[src/rtl/mul_pkg.sv]
`default_nettype none
// ============================================================================
// Module      : mul_pkg
// Description : Shared op encodings, signedness codes and issue-FSM states
//               for the multiplier issue controller.
// Revision    : 1.0 - initial release
// ============================================================================
package mul_pkg;

  // Upstream op encodings; raw codes 5-7 decode to OP_MUL
  typedef enum logic [2:0] {
    OP_MUL    = 3'd0,
    OP_MULH   = 3'd1,
    OP_MULHSU = 3'd2,
    OP_MULHU  = 3'd3,
    OP_MULW   = 3'd4
  } mul_op_e;

  // Operand signedness codes: bit 1 = multiplicand signed, bit 0 = multiplier signed
  localparam logic [1:0] c_MS_UU = 2'b00;
  localparam logic [1:0] c_MS_SU = 2'b10;
  localparam logic [1:0] c_MS_SS = 2'b11;

  typedef enum logic [1:0] {
    ST_IDLE  = 2'd0,
    ST_ISSUE = 2'd1,
    ST_WAIT  = 2'd2,
    ST_DONE  = 2'd3
  } mul_state_e;

  // Fold the 3-bit raw op onto the defined encodings
  function automatic mul_op_e decode_op(input logic [2:0] raw);
    case (raw)
      3'd1:    return OP_MULH;
      3'd2:    return OP_MULHSU;
      3'd3:    return OP_MULHU;
      3'd4:    return OP_MULW;
      default: return OP_MUL;
    endcase
  endfunction

  // Signedness presented to the unit; 2'b01 is never produced
  function automatic logic [1:0] signed_code(input mul_op_e op);
    case (op)
      OP_MULHSU: return c_MS_SU;
      OP_MULHU:  return c_MS_UU;
      default:   return c_MS_SS;
    endcase
  endfunction

endpackage
`default_nettype wire

[src/rtl/mul_result_sel.sv]
`default_nettype none
// ============================================================================
// Module      : mul_result_sel
// Description : Picks the writeback word from the unit's 128-bit product and
//               sign-extends the 32-bit MULW result.
// Revision    : 1.0 - initial release
// ============================================================================
module mul_result_sel
  import mul_pkg::*;
(
  input  mul_op_e     op,
  input  logic [63:0] result_hi,
  input  logic [63:0] result_lo,
  output logic [63:0] data
);

  // High-half ops take result_hi, MULW sign-extends the low word
  always_comb begin
    data = result_lo;
    case (op)
      OP_MULH, OP_MULHSU, OP_MULHU: data = result_hi;
      OP_MULW:                      data = {{32{result_lo[31]}}, result_lo[31:0]};
      default:                      data = result_lo;
    endcase
  end

endmodule
`default_nettype wire

[src/rtl/mul_issue_ctrl.sv]
`default_nettype none
// ============================================================================
// Module      : mul_issue_ctrl
// Description : Accepts one multiply op, issues it to a pipelined multiplier
//               unit, captures the one-cycle result pulse and holds it for a
//               ready/valid writeback. Flush kills the in-flight op.
//               Optional macro MUL_ISSUE_CTRL_ZERO_BYPASS_EN: ops with a zero
//               operand skip the unit and complete with zero the next cycle.
// Revision    : 1.0 - initial release
// ============================================================================
module mul_issue_ctrl
  import mul_pkg::*;
(
  input  logic        clk,
  input  logic        rst,
  input  logic        in_valid,
  output logic        in_ready,
  input  logic [2:0]  in_op,
  input  logic [63:0] in_src1,
  input  logic [63:0] in_src2,
  input  logic [4:0]  in_rd,
  input  logic        flush,
  output logic        mul_valid,
  output logic        mulw,
  output logic [1:0]  mul_signed,
  output logic [63:0] multiplicand,
  output logic [63:0] multiplier,
  input  logic        mul_out_ready,
  input  logic        mul_out_valid,
  input  logic [63:0] result_hi,
  input  logic [63:0] result_lo,
  output logic        wb_valid,
  input  logic        wb_ready,
  output logic [63:0] wb_data,
  output logic [4:0]  wb_rd,
  output logic        busy
);

  mul_state_e  r_state;
  mul_state_e  w_state_nxt;
  mul_op_e     r_op;
  mul_op_e     w_op_in;
  logic [63:0] r_multiplicand;
  logic [63:0] r_multiplier;
  logic [63:0] r_wb_data;
  logic [4:0]  r_rd;
  logic        r_mulw;
  logic [1:0]  r_mul_signed;
  logic [63:0] w_sel_data;
  logic        w_accept;
  logic        w_capture;
  logic        w_bypass;

  assign w_op_in   = decode_op(in_op);
  // Flush outranks a same-cycle request, so nothing is accepted under flush
  assign w_accept  = (r_state == ST_IDLE) && in_valid && !flush;
  // The unit's out_valid is a single-cycle pulse; only a waiting op takes it
  assign w_capture = (r_state == ST_WAIT) && mul_out_valid && !flush;

`ifdef MUL_ISSUE_CTRL_ZERO_BYPASS_EN
  // A zero operand makes the product zero; MULW only looks at the low words
  assign w_bypass = (w_op_in == OP_MULW) ?
                    ((in_src1[31:0] == 32'd0) || (in_src2[31:0] == 32'd0)) :
                    ((in_src1 == 64'd0) || (in_src2 == 64'd0));
`else
  assign w_bypass = 1'b0;
`endif

  mul_result_sel u_result_sel (
    .op        (r_op),
    .result_hi (result_hi),
    .result_lo (result_lo),
    .data      (w_sel_data)
  );

  // State register
  always_ff @(posedge clk or posedge rst) begin
    if (rst) r_state <= ST_IDLE;
    else     r_state <= w_state_nxt;
  end

  // Next-state logic; flush returns to IDLE from anywhere
  always_comb begin
    w_state_nxt = r_state;
    if (flush) begin
      w_state_nxt = ST_IDLE;
    end else begin
      case (r_state)
        ST_IDLE:  if (in_valid)      w_state_nxt = w_bypass ? ST_DONE : ST_ISSUE;
        ST_ISSUE: if (mul_out_ready) w_state_nxt = ST_WAIT;
        ST_WAIT:  if (mul_out_valid) w_state_nxt = ST_DONE;
        ST_DONE:  if (wb_ready)      w_state_nxt = ST_IDLE;
        default:                     w_state_nxt = ST_IDLE;
      endcase
    end
  end

  // Operand/destination latch on accept, result capture on the unit pulse
  always_ff @(posedge clk or posedge rst) begin
    if (rst) begin
      r_op           <= OP_MUL;
      r_multiplicand <= '0;
      r_multiplier   <= '0;
      r_rd           <= '0;
      r_mulw         <= 1'b0;
      r_mul_signed   <= c_MS_UU;
      r_wb_data      <= '0;
    end else begin
      if (w_accept) begin
        r_op           <= w_op_in;
        r_multiplicand <= in_src1;
        r_multiplier   <= in_src2;
        r_rd           <= in_rd;
        r_mulw         <= (w_op_in == OP_MULW);
        r_mul_signed   <= signed_code(w_op_in);
        if (w_bypass) r_wb_data <= '0;
      end
      if (w_capture) r_wb_data <= w_sel_data;
    end
  end

  assign in_ready     = (r_state == ST_IDLE);
  assign busy         = (r_state != ST_IDLE);
  assign mul_valid    = (r_state == ST_ISSUE);
  assign wb_valid     = (r_state == ST_DONE);
  assign multiplicand = r_multiplicand;
  assign multiplier   = r_multiplier;
  assign mulw         = r_mulw;
  assign mul_signed   = r_mul_signed;
  assign wb_data      = r_wb_data;
  assign wb_rd        = r_rd;

endmodule
`default_nettype wire

[config.mk]
export PLATFORM = sky130hd
export DESIGN_NAME = mul_issue_ctrl
export DESIGN_NICKNAME = d
export VERILOG_FILES = /design/src/rtl/mul_pkg.sv /design/src/rtl/mul_result_sel.sv /design/src/rtl/mul_issue_ctrl.sv
export SDC_FILE = /design/constraint.sdc
export NUM_CORES = 1
export LEC_CHECK = 0
export BUFFER_PORTS_ARGS = -buffer_cell sky130_fd_sc_hd__buf_4
export CAP_MARGIN = 15
export CORE_AREA = 2 2 184 186
export CTS_BUF_LIST = sky130_fd_sc_hd__clkbuf_8
export CTS_CLUSTER_SIZE = 30
export DETAILED_ROUTE_END_ITERATION = 12
export DIE_AREA = 0 0 186 188
export GPL_ROUTABILITY_DRIVEN = 0
export HOLD_SLACK_MARGIN = 0.1
export RECOVER_POWER = 100
export SYNTH_ARGS = -nofsm -noshare
export SYNTH_HDL_FRONTEND = slang
export SYNTH_SLANG_ARGS = --single-unit
[constraint.sdc]
create_clock -name clk -period 10.4 [get_ports clk]
set_clock_uncertainty 0.15 [all_clocks]
set_input_delay 2.08 -clock clk [delete_from_list [all_inputs] [get_ports clk]]
set_output_delay 2.08 -clock clk [all_outputs]
set_load 0.005 [all_outputs]
==> run_results.csv <==
group,metric,value,unit
status,outcome,"finished with violations",
status,violations,"max-capacitance violations, max-slew violations",
floorplanning,initial_core_util,0.251,
finish,nets,1398,
place,numPortBuffers,474,
clock_network,post_cts_buffers,0,
worst_setup_path,criticalPathCategory,"in2reg",
place,post-dp-hpwl,19.5,mm
floorplanning,std_cell_rows,67,
worst_setup_path,path_depth,5,
worst_setup_path,end_kind,"flop",
sta,hold_slack,326,ps
floorplanning,die_w,186,um
global_route,grt_start_max_net_pins,82,
yosys,ys_types,27,
sta,fmax,166,MHz
floorplanning,core_area,0.0331,mm^2
worst_setup_path,r2r-end,"wb_data[48]",
floorplanning,fp.dieH,188,um
drt,first_pass_iters,4,
clock_network,clock_sinks,205,
drt,drtAntennaViolNets,0,
flow_run,cap_violations,4,
clock_network,h-tree-depth,2,
finish,diodes,0,
drt,viasPerCell,4.25,
finish,multiInputGateArea,0.00292,mm^2
min_path,hold_class,"reg2reg",
drt,wl_per_cell,16.4,um
floorplanning,dieArea,0.0350,mm^2
min_path,hold_path_depth,2,
sta,hold_viol,0,
worst_setup_path,crit_path_max_incr_delay,2410,ps
sta,tns,0,ps
global_route,grt-ovfl-total,0,
finish,nFillCells,3349,
sta,worst_slack,4390,ps
floorplanning,io_pins,475,
drt,drt_iter0_markers,169,
global_route,antenna_found_initial,0,
min_path,worstHoldStart,"wb_data[21]",
yosys,yosysSeqAreaShare,0.618,
yosys,ys_ff_latch,205,
yosys,syn_inst,639,
worst_setup_path,path_cells,"clkbuf_1, or2_2, clkbuf_1, a31oi_1, a31oi_1",
finish,drive_gt1_frac,0.504,
clock_network,clock_latency,520,ps
yosys,synth_area,0.00831,mm^2
sta,rsz0062_at_grt,"false",
finish,regArea,0.00513,mm^2
clock_network,tritoncts,"built",
global_route,grt_pass1_vias,7172,
sta,period_minus_slack,6010,ps
worst_setup_path,rr_worst_depth,7,
global_route,grt_pass1_wl,39.6,mm
worst_setup_path,rrSetupSlack,5340,ps
yosys,syn_nets,914,
worst_setup_path,r2r-start,"r_state[0]",
clock_network,cts_hold_buf,0,
global_route,track_usage,0.145,
drt,vias,6794,
worst_setup_path,required,10500,ps
power_and_ir_drop,total_power,0.00358,W
power_and_ir_drop,power_density,283,mW/mm^2
place,dpl_cell_area,0.0123,mm^2
clock_network,cts_resized,0,
sta,fin_crit_sh,0.578,
clock_network,clk_pin_slew,60,ps
finish,area.growth.synth_to_final,52.4,%
sta,max_slew_margin,-1.36,
finish,final_common_cell,"buf_4",
clock_network,clk_path_buf_depth,3,
drt,wirelength,26.2,mm
worst_setup_path,crit_buf_inv,2,
sta,tightest_slew,3520,ps
finish,final_area,0.0127,mm^2
min_path,min_to,"wb_data[21]",
finish,final_cell_mix,"buf_4 (272), dfrtp_1 (205), mux2_2 (133), clkbuf_4 (116), nand2_1 (103)",
worst_setup_path,crit_family,"compound AO/OA/AOI/OAI gates",
sta,setup_viol,0,
sta,finalMaxSlewViolations,239,
drt,drc,0,
yosys,ys_warn_count,0,
worst_setup_path,arrival,6110,ps
worst_setup_path,cp-start-kind,"input port",
worst_setup_path,critPathSlowestCell,"a31oi_1",
yosys,avgSynthCellArea,13.0,um^2
clock_network,cts_root_buf,"clkbuf_8",
power_and_ir_drop,p_leak,6.07,nW
place,dp_slack,5760,ps
power_and_ir_drop,peakVddDrop,0.140,mV
worst_setup_path,cp_max_fo,65,
clock_network,cts_buffers,39,
-- final cells by class --
| cell class | count | share of cell area |
|---|---|---|
| Sequential cell | 205 | 0.405 |
| Timing Repair Buffer | 481 | 0.258 |
| Multi-Input combinational cell | 391 | 0.231 |
| Clock buffer | 46 | 0.0500 |
| Tap cell | 448 | 0.0443 |
| Clock inverter | 23 | 0.0105 |
| Inverter | 5 | 0.00158 |
-- synthesized netlist by cell type, drive strengths merged --
library cell,count,area [um^2]
o2111a,1,11.3
a21oi,1,5.00
dfrtp,205,5130
inv,5,18.8
a21o,1,7.51
ha,4,50.1
mux2i,33,330
a31oi,33,228
nand2b,4,25.0
or4b,1,10.0
nor3b,1,7.51
buf,26,169
or2,1,6.26
xnor2,1,8.76
nand2,103,387
o21ai,34,170
nand3b,1,20.0
nor2,37,154
and3b,1,8.76
mux2,133,1500
clkbuf,12,45.0
xor2,1,16.3
-- worst max path at each step --
stage	slack [ps]	start	to
4_1_cts	6350	flush	multiplier[39]
3_3_place_gp	5770	flush	multiplier[39]
2_1_floorplan	2570	rst	mul_signed[0]
5_1_grt	3810	flush	wb_data[50]
3_5_place_dp	5760	flush	multiplier[39]
6_report	4390	flush	wb_data[48]
-- state kept, by name, summed over array words and instances (netlist names) --
| signal | count |
|---|---|
| multiplier | 64 |
| r_op | 3 |
| r_state | 2 |
| mulw | 1 |
| wb_data | 64 |
| multiplicand | 64 |
| mul_signed | 2 |
| wb_rd | 5 |
-- cells by family (layout without fill, tap and decap cells) --
kind of cell	count (synthesis)	after routing	share of synthesized area
AO/OA/AOI/OAI	70	70	0.0508
AND/OR/NAND/NOR	149	149	0.0744
XOR/XNOR	2	2	0.00301
flip-flops	205	205	0.618
multiplexers	166	166	0.220
adder cells (fa/ha/maj)	4	4	0.00603
buffers and inverters	43	555	0.0280
-- stage by stage --
stage | utilization | cells
2_1_floorplan | - | 639
6_report | 0.382 | 1599
5_1_grt | 0.382 | 1599
4_1_cts | 0.394 | 1599
3_3_place_gp | 0.371 | 1530
3_5_place_dp | 0.371 | 1530
-- metal layers --
metal / global-route usage / routed length [um]
met1: 0.164 / 10000
met2: 0.252 / 13100
met3: 0.0495 / 2380
met4: 0.0533 / 722
met5: 0 / 0
-- power by group --
group          switching [W]  internal, W
Combinational       0.000638     0.000764
Clock               0.000348     0.000429
Sequential          0.000214      0.00119
-- worst register-to-register path, stage by stage, from the launching register on --
cell and delay, ps:
dfrtp_1 410, inv_1 100, ha_1 180, nand2_1 90, or2_2 310, clkbuf_1 870, a31oi_1 2420, a31oi_1 260
Power figures use the tool's default switching activity.
